$ cat src/rtl/i2s_stream_sequencer.sv
// I2S sample sequencer: codec start-up timing, L/R tracking, filter handshake and per-channel TX buffering.
// Optional macro AUDIO_STATS_EN adds saturating overrun/timeout event counters.
module i2s_stream_sequencer #(
  parameter int STARTUP_CYCLES  = 1024,
  parameter int DISCARD_SAMPLES = 4,
  parameter int PRE_SHIFT       = 3,
  parameter int PROC_TIMEOUT    = 255
) (
  input  logic        lmmi_clk_i,
  input  logic        reset_n_i,
  input  logic        enable_i,
  input  logic        clear_i,
  output logic        conf_en_o,
  input  logic        rx_valid_i,
  input  logic [31:0] rx_data_i,
  input  logic        tx_req_i,
  output logic [31:0] tx_data_o,
  output logic        proc_start_o,
  output logic        proc_ch_o,
  output logic [23:0] proc_data_o,
  input  logic        proc_done_i,
  input  logic [23:0] proc_data_i,
  output logic        running_o,
  output logic        error_o
`ifdef AUDIO_STATS_EN
  ,
  output logic [15:0] overrun_cnt_o,
  output logic [15:0] timeout_cnt_o
`endif
);

  localparam int CNT_MAX = (STARTUP_CYCLES > PROC_TIMEOUT) ? STARTUP_CYCLES : PROC_TIMEOUT;
  localparam int CNT_W   = $clog2(CNT_MAX + 1);
  localparam int DISC_W  = (DISCARD_SAMPLES > 1) ? $clog2(DISCARD_SAMPLES) : 1;

  typedef enum logic [1:0] {
    S_IDLE,
    S_WARMUP,
    S_WAIT_RX,
    S_PROCESS
  } state_e;

  state_e             state_q, state_d;
  logic [CNT_W-1:0]   cnt_q, cnt_d;
  logic [DISC_W-1:0]  disc_q, disc_d;
  logic               start_d;
  logic               accept;
  logic               overrun;
  logic               timeout;
  logic               done_hit;
  logic               clr_all;
  logic               running;

  logic               proc_start_q;
  logic               proc_ch_q;
  logic [23:0]        proc_data_q;
  logic               rx_ch_q;
  logic               tx_ch_q;
  logic [31:0]        tx_data_q;
  logic               error_q;
  logic [23:0]        out_buf_q [2];
  logic [23:0]        tx_sel;
  logic signed [23:0] rx_sample;
  logic               unused_rx_hi;

  assign rx_sample    = rx_data_i[23:0];
  assign unused_rx_hi = ^rx_data_i[31:24];
  assign tx_sel       = out_buf_q[tx_ch_q];
  assign running      = (state_q == S_WAIT_RX) || (state_q == S_PROCESS);
  // Entering (or staying in) IDLE wipes the channel state; this overrides same-cycle writes.
  assign clr_all      = (state_d == S_IDLE);

  always_comb begin
    state_d  = state_q;
    cnt_d    = cnt_q;
    disc_d   = disc_q;
    start_d  = 1'b0;
    accept   = 1'b0;
    overrun  = 1'b0;
    timeout  = 1'b0;
    done_hit = 1'b0;
    case (state_q)
      S_IDLE: begin
        if (enable_i) begin
          state_d = S_WARMUP;
          cnt_d   = '0;
          disc_d  = '0;
        end
      end
      S_WARMUP: begin
        if (!enable_i) begin
          state_d = S_IDLE;
        end else if (cnt_q != CNT_W'(STARTUP_CYCLES)) begin
          cnt_d = cnt_q + CNT_W'(1);
          if (DISCARD_SAMPLES == 0 && cnt_q == CNT_W'(STARTUP_CYCLES - 1)) begin
            state_d = S_WAIT_RX;
          end
        end else if (rx_valid_i) begin
          disc_d = disc_q + DISC_W'(1);
          if (disc_q == DISC_W'(DISCARD_SAMPLES - 1)) begin
            state_d = S_WAIT_RX;
          end
        end
      end
      S_WAIT_RX: begin
        if (!enable_i) begin
          state_d = S_IDLE;
        end else if (rx_valid_i) begin
          accept  = 1'b1;
          start_d = 1'b1;
          cnt_d   = '0;
          state_d = S_PROCESS;
        end
      end
      S_PROCESS: begin
        // A sample arriving while the filter is busy is lost; a same-cycle done still lands.
        overrun = rx_valid_i;
        if (proc_done_i) begin
          done_hit = 1'b1;
        end else if (cnt_q == CNT_W'(PROC_TIMEOUT - 1)) begin
          timeout = 1'b1;
        end else begin
          cnt_d = cnt_q + CNT_W'(1);
        end
        if (proc_done_i || timeout) begin
          state_d = enable_i ? S_WAIT_RX : S_IDLE;
        end
      end
      default: state_d = S_IDLE;
    endcase
  end

  always_ff @(posedge lmmi_clk_i or negedge reset_n_i) begin
    if (!reset_n_i) begin
      state_q      <= S_IDLE;
      cnt_q        <= '0;
      disc_q       <= '0;
      proc_start_q <= 1'b0;
      proc_ch_q    <= 1'b0;
      proc_data_q  <= '0;
      rx_ch_q      <= 1'b0;
      tx_ch_q      <= 1'b0;
      tx_data_q    <= '0;
      error_q      <= 1'b0;
    end else begin
      state_q      <= state_d;
      cnt_q        <= cnt_d;
      disc_q       <= disc_d;
      proc_start_q <= start_d;
      if (accept) begin
        proc_data_q <= rx_sample >>> PRE_SHIFT;
        proc_ch_q   <= rx_ch_q;
      end
      // Channel trackers follow every codec strobe so L/R stays aligned even for dropped samples.
      if (clr_all) begin
        rx_ch_q <= 1'b0;
      end else if (rx_valid_i && state_q != S_IDLE) begin
        rx_ch_q <= ~rx_ch_q;
      end
      if (clr_all) begin
        tx_ch_q <= 1'b0;
      end else if (tx_req_i && state_q != S_IDLE) begin
        tx_ch_q <= ~tx_ch_q;
      end
      if (tx_req_i) begin
        tx_data_q <= running ? {{8{tx_sel[23]}}, tx_sel} : '0;
      end
      if (overrun || timeout) begin
        error_q <= 1'b1;
      end else if (clear_i) begin
        error_q <= 1'b0;
      end
    end
  end

  always_ff @(posedge lmmi_clk_i or negedge reset_n_i) begin
    if (!reset_n_i) begin
      for (int i = 0; i < 2; i++) begin
        out_buf_q[i] <= '0;
      end
    end else begin
      for (int i = 0; i < 2; i++) begin
        if (clr_all) begin
          out_buf_q[i] <= '0;
        end else if ((done_hit || timeout) && proc_ch_q == 1'(i)) begin
          out_buf_q[i] <= done_hit ? proc_data_i : 24'd0;
        end
      end
    end
  end

`ifdef AUDIO_STATS_EN
  logic [15:0] ovr_cnt_q;
  logic [15:0] tmo_cnt_q;

  always_ff @(posedge lmmi_clk_i or negedge reset_n_i) begin
    if (!reset_n_i) begin
      ovr_cnt_q <= '0;
      tmo_cnt_q <= '0;
    end else begin
      if (clear_i) begin
        ovr_cnt_q <= {15'd0, overrun};
      end else if (overrun && ovr_cnt_q != 16'hFFFF) begin
        ovr_cnt_q <= ovr_cnt_q + 16'd1;
      end
      if (clear_i) begin
        tmo_cnt_q <= {15'd0, timeout};
      end else if (timeout && tmo_cnt_q != 16'hFFFF) begin
        tmo_cnt_q <= tmo_cnt_q + 16'd1;
      end
    end
  end

  assign overrun_cnt_o = ovr_cnt_q;
  assign timeout_cnt_o = tmo_cnt_q;
`endif

  assign conf_en_o    = (state_q != S_IDLE);
  assign running_o    = running;
  assign proc_start_o = proc_start_q;
  assign proc_ch_o    = proc_ch_q;
  assign proc_data_o  = proc_data_q;
  assign tx_data_o    = tx_data_q;
  assign error_o      = error_q;

endmodule
$ cat config.mk
export PLATFORM = sky130hd
export DESIGN_NAME = i2s_stream_sequencer
export DESIGN_NICKNAME = d
export VERILOG_FILES = /design/src/rtl/i2s_stream_sequencer.sv
export SDC_FILE = /design/constraint.sdc
export NUM_CORES = 1
export LEC_CHECK = 0
export CORE_MARGIN = 1
export CORE_UTILIZATION = 25
export CTS_CLUSTER_DIAMETER = 100
export CTS_CLUSTER_SIZE = 16
export DETAILED_ROUTE_END_ITERATION = 16
export PLACE_DENSITY = 0.54
export REMOVE_ABC_BUFFERS = 1
export SETUP_SLACK_MARGIN = 0.1
export SKIP_LAST_GASP = 1
export SLEW_MARGIN = 30
export SYNTH_ARGS = -nofsm -noshare
export SYNTH_HDL_FRONTEND = slang
export SYNTH_SLANG_ARGS = --single-unit
$ cat constraint.sdc
create_clock -name lmmi_clk_i -period 2.4 [get_ports lmmi_clk_i]
set_clock_uncertainty 0.2 [all_clocks]
set_input_delay 0.48 -clock lmmi_clk_i [delete_from_list [all_inputs] [get_ports lmmi_clk_i]]
set_output_delay 0.48 -clock lmmi_clk_i [all_outputs]
set_load 0.02 [all_outputs]
==> results of run 1 <==
-- critical path: stages, from the launching register on --
cell,delay [ns]
dfrtp_2,0.43
inv_1,0.07
ha_2,0.16
and4bb_2,0.31
nand4_4,0.12
a211oi_4,0.35
o22ai_4,0.11
buf_12,0.18
a22o_1,0.24
-- layout make-up --
| type | instances | area, sq um | share of cell area, % |
|---|---|---|---|
| inverter | 35 | 131 | 1.81 |
| multi-input combinational | 269 | 1820 | 25.0 |
| clock buffer | 22 | 454 | 6.25 |
| sequential | 113 | 2830 | 38.9 |
| timing repair buffer | 149 | 1500 | 20.6 |
| clock inverter | 10 | 206 | 2.84 |
| tap | 265 | 332 | 4.56 |
-- Yosys cell counts (all sizes together) --
library cell / n / area, sq um
o211ai: 1 / 7.51
inv: 35 / 131
buf: 24 / 165
a211oi: 1 / 20.0
o2111ai: 1 / 8.76
or2: 3 / 18.8
nand2b: 3 / 18.8
dfrtp: 113 / 2830
or3: 4 / 25.0
or4: 4 / 30.0
and4bb: 1 / 12.5
and3: 3 / 20.0
o22ai: 27 / 196
xor2: 3 / 26.3
a311oi: 1 / 26.3
a21boi: 1 / 7.51
and2: 3 / 18.8
nor2b: 3 / 18.8
nor4: 1 / 21.3
nand4: 4 / 31.3
o21ai: 12 / 60.1
nand2: 83 / 312
nor2: 7 / 26.3
mux2i: 24 / 240
nor4b: 1 / 23.8
a41o: 1 / 11.3
clkbuf: 15 / 56.3
a22o: 48 / 420
nand3: 5 / 25.0
ha: 4 / 50.1
nor3: 3 / 15.0
a21oi: 14 / 73.8
a31oi: 1 / 6.26
o31ai: 1 / 7.51
nand4b: 1 / 8.76
-- worst min path at each step --
stage                      endpoint  depth (start not counted)  slack (ns)       startpoint
global placement     proc_data_o[5]                          2        0.26   proc_data_o[5]
finish               proc_data_o[8]                          2        0.27   proc_data_o[8]
CTS                  proc_data_o[8]                          2        0.28   proc_data_o[8]
global route        proc_data_o[17]                          2        0.32  proc_data_o[17]
floorplan                  cnt_q[0]                          0       -0.02        reset_n_i
detailed placement   proc_data_o[8]                          2        0.26   proc_data_o[8]
-- what timing repair did --
item / 4_1_cts / 5_1_grt
cloned: 0 / 1
hold buffers: 1 / 0
pin swaps: 2 / 5
resized for setup: 4 / 14
endpoints found under the setup margin: 50 / 63
endpoints found under the hold margin: 30 / 0
buffers inserted: 1 / 4
-- per-layer routing --
layer / track usage [%] / vias up / routed length (um)
met2: 22.7 / 104 / 6330
li1: - / 1842 / -
met3: 4.93 / 16 / 755
met4: 5.38 / 0 / 179
met5: 0 / - / 0
met1: 17.0 / 1913 / 6000
-- cell families after synthesis --
| logic type | count (synthesis) |
|---|---|
| simple gates | 129 |
| flops | 113 |
| compound gates | 109 |
| buf+inv | 74 |
| mux | 24 |
| fa+ha+maj | 4 |
| xor+xnor | 3 |
-- registers in the layout, summed over array words and instances (netlist names), 2 cells and up --
name / count
disc_q: 2
state_q: 2
cnt_q: 11
out_buf_q: 48
proc_data_o: 21
tx_data_o: 24
-- stage by stage --
stage / TNS, ns / worst slack [ns] / util (%) / power (uW) / cell area (sq um)
floorplan: -13.67 / -0.285 / - / 2490 / 4750
global placement: -10.32 / -0.210 / 33.5 / 2970 / 6520
detailed placement: -10.85 / -0.227 / 33.5 / 2980 / 6520
CTS: 0 / 0.103 / 37.0 / 5870 / 7200
global route: 0 / 0.0112 / 37.3 / 6060 / 7270
finish: 0 / 0.105 / 37.3 / 5800 / 7270
-- report_power, final --
part	total [uW]	switching, uW	internal [uW]
Sequential	2100	105	1990
Clock	2830	862	1970
Combinational	870	447	423
==> run_results.csv, run 1 <==
group,metric,value,unit
cells_and_area,final_common_cell,"dfrtp_1",
setup_path,critPathArrivalTime,2.39,ns
run,cap_violations,0,
pwr,p_leak,0.00329,uW
synth,synth.distinct_cells,44,
setup_path,path_class,"reg2reg",
synth,syn-cell-area,4970,sq um
drt,vias,3875,
setup_path,r2r_cells,8,
synth,synth_top_family_by_area,"compound AO/OA/AOI/OAI gates",
drt,drt_iter0_drc,149,
sta,setup_viol,0,
hold_path,min_path_type,"reg2reg",
clock_network,cts.path.max_buffers,2,
setup_path,ff2ff_setup_slack,0.10,ns
setup_path,reg2reg_from,"cnt_q[1]",
drt,vias_per_cell,4.49,
sta,fmax,436,MHz
die,ios,124,
clock_network,clk_latency,0.41,ns
setup_path,worst-path-max-fanout,24,
die,die_x,143,um
cells_and_area,drive_above_1_share,14.5,%
clock_network,clkTransAtPathRegs,0.05,ns
placement,hpwlAfterDp,8.48,mm
clock_network,cts_buffers,17,
grt,antenna_found_initial,0,
drt,drtPass1Iterations,4,
sta,slew_headroom,66.4,%
cells_and_area,layoutNonFillerInstCount,863,
die,core_area,19500,sq um
pwr,power_density,798,nW/um^2
die,dieArea,20400,sq um
die,die_y,143,um
pwr,vdd_ir_drop_max,486,uV
setup_path,r2r-end,"out_buf_q[43]",
cells_and_area,fin_nets,652,
drt,wirelength,13.3,mm
sta,whs,0.269,ns
grt,grt_max_degree,55,
synth,synthMuxAreaShare,4.84,%
status,outcome,"finished, final reports clean",
setup_path,setup.worst_path.end,"out_buf_q[43]",
cells_and_area,antennaDiodeCount,0,
drt,drc,0,
sta,hold_viol,0,
synth,synth-simple-area-share,12.6,%
setup_path,startpoint,"cnt_q[1]",
placement,dp.cells,824,
grt,grt_first_pass_wirelength,21.4,mm
placement,io_buffer_count,112,
grt,grt_pass1_vias,4168,
grt,track_usage,14.0,%
synth,synth_area_per_cell,10.9,sq um
synth,postSynthCellCount,456,
synth,synth-xor-area-share,0.529,%
clock_network,cts_root_buf,"clkbuf_16",
sta,finalCritPeriodShare,95.6,%
cells_and_area,final_cell_mix,"111 x dfrtp_1, 103 x clkdlybuf4s50_1, 83 x nand2_1",
die,initial_core_util,25.5,%
setup_path,cp.required,2.50,ns
clock_network,htreeDepth,4,
synth,ys_seq_elements,113,
sta,slew_violations,0,
drt,wl_per_cell,15.4,um
setup_path,startpoint_type,"flop",
placement,gp_congestion,0.755,
synth,yosys_warnings,0,
sta,fin_crit,2.30,ns
setup_path,crit_path_end_kind,"flop",
clock_network,tritoncts,"done",
cells_and_area,syn2layout_area_growth,46.3,%
sta,tightest_slew,0.503,ns
clock_network,cts.sinks,113,
cells_and_area,fillers,1876,
grt,gr-total-overflow,0,
die,num_rows,51,
synth,synthAdderAreaFrac,1.01,%
drt,ant_nets,0,
sta,rsz0062_at_grt,"true",
synth,synth-compound-area-share,17.0,%
synth,seq_area_frac_synth,56.9,%
Note: power is estimated with default switching activity, not from simulation.
==> run 2: changes to the inputs <==
--- a/config.mk
+++ b/config.mk
@@ -12,7 +12,7 @@
 export DETAILED_ROUTE_END_ITERATION = 16
 export PLACE_DENSITY = 0.54
 export REMOVE_ABC_BUFFERS = 1
-export SETUP_SLACK_MARGIN = 0.1
+export SETUP_SLACK_MARGIN = 0.15
 export SKIP_LAST_GASP = 1
 export SLEW_MARGIN = 30
 export SYNTH_ARGS = -nofsm -noshare
==> run_results.csv, run 2 (synthesis results as in run 1) <==
group,metric,value,unit
cells_and_area,drive_above_1_share,14.2,%
pwr,p_leak,0.00327,uW
die,num_rows,51,
sta,fin_tns_setup,0,ns
drt,vias,3866,
grt,grt_pass1_vias,4183,
drt,drt_iter0_drc,133,
setup_path,worst-path-max-fanout,24,
sta,tightest_slew,0.504,ns
cells_and_area,fin_nets,651,
die,die_x,143,um
sta,finalCritPeriodShare,93.7,%
placement,hpwlAfterDp,8.48,mm
setup_path,critPathArrivalTime,2.35,ns
grt,track_usage,14.0,%
clock_network,cts.sinks,113,
placement,io_buffer_count,112,
sta,layout_setup_ws,0.151,ns
cells_and_area,largest_reg_flops,48,
die,dieArea,20400,sq um
drt,drc,0,
setup_path,ff2ff_setup_slack,0.15,ns
pwr,power_density,801,nW/um^2
placement,dp.cells,824,
sta,slew_violations,0,
status,outcome,"finished, final reports clean",
drt,vias_per_cell,4.48,
cells_and_area,layoutNonFillerInstCount,862,
clock_network,cts_buffers,17,
cells_and_area,antennaDiodeCount,0,
pwr,power,5800,uW
clock_network,tritoncts,"done",
sta,fmax,445,MHz
placement,dp_slack,-0.227,ns
setup_path,startpoint_type,"flop",
pwr,vdd_ir_drop_max,486,uV
die,ios,124,
clock_network,htreeDepth,4,
cells_and_area,regMostFlops,"out_buf_q",
sta,hold_viol,0,
sta,rsz0062_at_grt,"true",
cells_and_area,final_common_cell,"dfrtp_1",
grt,gr-total-overflow,0,
cells_and_area,syn2layout_area_growth,45.8,%
grt,antenna_found_initial,0,
setup_path,cp.required,2.50,ns
sta,slew_headroom,66.4,%
drt,wl_per_cell,15.3,um
die,core_area,19500,sq um
die,initial_core_util,25.5,%
hold_path,min_path_type,"reg2reg",
cells_and_area,final_cell_mix,"112 x dfrtp_1, 100 x clkdlybuf4s50_1, 83 x nand2_1",
drt,drtPass1Iterations,4,
clock_network,clkTransAtPathRegs,0.05,ns
clock_network,clk_latency,0.41,ns
grt,grt_max_degree,55,
hold_path,worstHoldStart,"proc_data_o[8]",
setup_path,crit_path_end_kind,"flop",
sta,setup_viol,0,
run,cap_violations,0,
die,die_y,143,um
clock_network,cts.path.max_buffers,2,
drt,wirelength,13.2,mm
sta,whs,0.269,ns
drt,ant_nets,0,
sta,fin_crit,2.25,ns
setup_path,startpoint,"cnt_q[1]",
placement,gp_congestion,0.755,
grt,grt_first_pass_wirelength,21.4,mm
setup_path,reg2reg_from,"cnt_q[1]",
clock_network,cts_root_buf,"clkbuf_16",
setup_path,path_class,"reg2reg",
run 2: final cells by class:
class | count | area, sq um
Multi-Input combinational cell | 269 | 1820
Clock buffer | 22 | 454
Clock inverter | 10 | 206
Tap cell | 265 | 332
Timing Repair Buffer | 148 | 1470
Fill cell | 1884 | 12200
Sequential cell | 113 | 2830
Inverter | 35 | 131
run 2: final timing paths:
check	cells after the start	end
max	8	out_buf_q[43]
min	2	proc_data_o[8]
max reg2reg	8	out_buf_q[43]
min reg2reg	2	proc_data_o[8]
max in group asynchronous	3	proc_data_o[1]
min in group asynchronous	2	cnt_q[10]
run 2: metrics by stage:
stage / area (sq um) / utilization, %
after global routing: 7240 / 37.2
final: 7240 / 37.2
after CTS: 7200 / 37.0
after global placement: 6520 / 33.5
after floorplan: 4750 / -
after detailed placement: 6520 / 33.5
run 2: timing repair:
item	CTS	global route
pin swaps	2	4
hold buffers	1	0
endpoints found under the setup margin	61	56
buffers inserted	3	2
gates resized for setup	10	9
hold endpoints to repair	30	0
run 2: metal layers:
layer / vias up / global-route usage, % / wire length, um / part of all wire, %
met5: - / 0 / 0 / 0
met4: 0 / 5.38 / 208 / 1.6
met3: 18 / 4.93 / 760 / 5.8
met2: 110 / 22.8 / 6250 / 47
met1: 1901 / 17.0 / 5950 / 45
li1: 1837 / - / - / -
run 2: report_power, final:
group          total (uW)  internal (uW)  switching (uW)
clock network        2830           1970             861
logic                 877            427             450
registers            2090           1990             101
run 2: critical path: stages, from the launching register on:
cell and delay [ns]:
dfrtp_1 0.40, inv_1 0.07, ha_1 0.14, and4bb_2 0.31, nand4_4 0.12, a211oi_4 0.35, o22ai_4 0.11, buf_12 0.18
a22o_1 0.24
==> run 3: changes to the inputs <==
==> constraint.sdc (replaced) <==
create_clock -name lmmi_clk_i -period 2.4 [get_ports lmmi_clk_i]
set_clock_uncertainty 0.2 [all_clocks]
set_input_delay 0.24 -clock lmmi_clk_i [delete_from_list [all_inputs] [get_ports lmmi_clk_i]]
set_output_delay 0.24 -clock lmmi_clk_i [all_outputs]
set_load 0.02 [all_outputs]
==> run_results.csv, run 3 (synthesis results as in run 1) <==
group,metric,value,unit
cells_and_area,regMostFlops,"out_buf_q",
pwr,power,5880,uW
cells_and_area,final_cell_mix,"112 x dfrtp_1, 110 x clkdlybuf4s50_1, 82 x nand2_1",
setup_path,reg2reg_from,"cnt_q[0]",
sta,whs,0.154,ns
die,num_rows,51,
drt,drc,0,
pwr,power_switching,1540,uW
hold_path,min_path_type,"in2reg",
pwr,internal_power,4350,uW
clock_network,tritoncts,"done",
sta,hold_viol,0,
sta,tightest_slew,0.600,ns
clock_network,cts.path.max_buffers,2,
grt,gr-total-overflow,0,
sta,fmax,429,MHz
pwr,p_sw_share,26.1,%
pwr,vdd_ir_drop_max,453,uV
die,dieArea,20400,sq um
clock_network,clk_latency,0.41,ns
setup_path,path_class,"reg2reg",
drt,ant_nets,0,
pwr,clockPowerShare,46.7,%
clock_network,cts.sinks,113,
sta,fin_tns_setup,0,ns
clock_network,htreeDepth,4,
hold_path,worstHoldStart,"rx_data_i[6]",
sta,finalCritPeriodShare,97.1,%
setup_path,startpoint_type,"flop",
grt,grt_max_degree,50,
die,die_x,143,um
drt,vias,4022,
placement,gp_congestion,0.745,
cells_and_area,fin_nets,665,
die,core_area,19500,sq um
grt,antenna_found_initial,0,
placement,dp_slack,-0.239,ns
clock_network,cts_buffers,17,
pwr,p_leak,0.00328,uW
cells_and_area,drive_above_1_share,18.0,%
cells_and_area,antennaDiodeCount,0,
pwr,combPwrFrac,17.4,%
sta,slew_headroom,60.0,%
setup_path,startpoint,"cnt_q[0]",
setup_path,worst-path-max-fanout,6,
grt,gr-usage-met2,24.0,%
cells_and_area,final_common_cell,"dfrtp_1",
drt,wl_per_cell,16.1,um
die,initial_core_util,25.5,%
die,ios,124,
status,outcome,"finished, final reports clean",
grt,grt.met3_usage,4.96,%
drt,drtPass1Iterations,4,
grt,gr-usage-met1,17.7,%
pwr,power_density,786,nW/um^2
cells_and_area,syn2layout_area_growth,50.7,%
drt,drt_iter0_drc,122,
cells_and_area,largest_reg_flops,48,
placement,hpwlAfterDp,8.62,mm
drt,wirelength,14.1,mm
cells_and_area,post-route-util,38.5,%
setup_path,critPathArrivalTime,2.44,ns
sta,rsz0062_at_grt,"true",
sta,setup_viol,0,
clock_network,clkTransAtPathRegs,0.06,ns
setup_path,cp.required,2.50,ns
grt,grt_pass1_vias,4209,
grt,top_usage_layer,"met2",
grt,grt_first_pass_wirelength,22.1,mm
sta,layout_setup_ws,0.0685,ns
pwr,pwr-share-seq,35.8,%
sta,slew_violations,0,
drt,vias_per_cell,4.59,
die,die_y,143,um
grt,track_usage,14.5,%
run,cap_violations,0,
sta,fin_crit,2.33,ns
placement,io_buffer_count,112,
clock_network,cts_root_buf,"clkbuf_16",
setup_path,crit_path_end_kind,"flop",
## run 3: power by group through the flow
stage	sequential (uW)	combinational, uW	clock, uW
after global routing	2120	1090	2900
after detailed placement	2140	783	0
after CTS	2110	1010	2810
after global placement	2140	777	0
final	2110	1030	2750
after floorplan	2210	274	0
## run 3: layout make-up
type	count	area (sq um)
Clock buffer	21	470
Clock inverter	11	175
Fill cell	1885	12000
Inverter	35	131
Multi-Input combinational cell	271	1910
Sequential cell	113	2830
Tap cell	265	332
Timing Repair Buffer	160	1640
## run 3: timing repair
| action | 4_1_cts | 5_1_grt |
|---|---|---|
| pin swaps | 46 | 11 |
| hold buffers | 1 | 0 |
| resized for setup | 23 | 18 |
| cloned | 4 | 1 |
| buffers inserted | 16 | 3 |
| endpoints found under the hold margin | 37 | 0 |
| setup endpoints to repair | 49 | 57 |
## run 3: worst max-delay path, cell delays in order, from the launching register on
cell,delay [ns]
dfrtp_1,0.38
inv_2,0.11
ha_4,0.13
and4bb_2,0.30
nand4_4,0.11
a211oi_4,0.28
buf_6,0.15
buf_6,0.09
o22ai_4,0.08
clkbuf_16,0.20
a22o_1,0.20
## run 3: per-layer routing
| metal | wire length, um | part of all wire (%) |
|---|---|---|
| met5 | 0 | 0 |
| met4 | 155 | 1.1 |
| met3 | 916 | 6.5 |
| met2 | 6860 | 49 |
| met1 | 6160 | 44 |
## run 3: worst paths after layout
kind	to	cells after the start	slack [ns]
min in group asynchronous	proc_data_o[6]	2	0.16
worst max-delay path	out_buf_q[41]	10	0.07
worst min-delay path	proc_data_o[3]	3	0.15
max in group asynchronous	cnt_q[7]	3	1.13
worst min register to register	proc_data_o[12]	2	0.27
worst max register to register	out_buf_q[41]	10	0.07
## run 3: through the flow
step / instance area (sq um) / std cells
6_report: 7490 / 876
5_1_grt: 7490 / 876
4_1_cts: 7420 / 872
3_5_place_dp: 6450 / 819
3_3_place_gp: 6450 / 819
2_1_floorplan: 4750 / 417
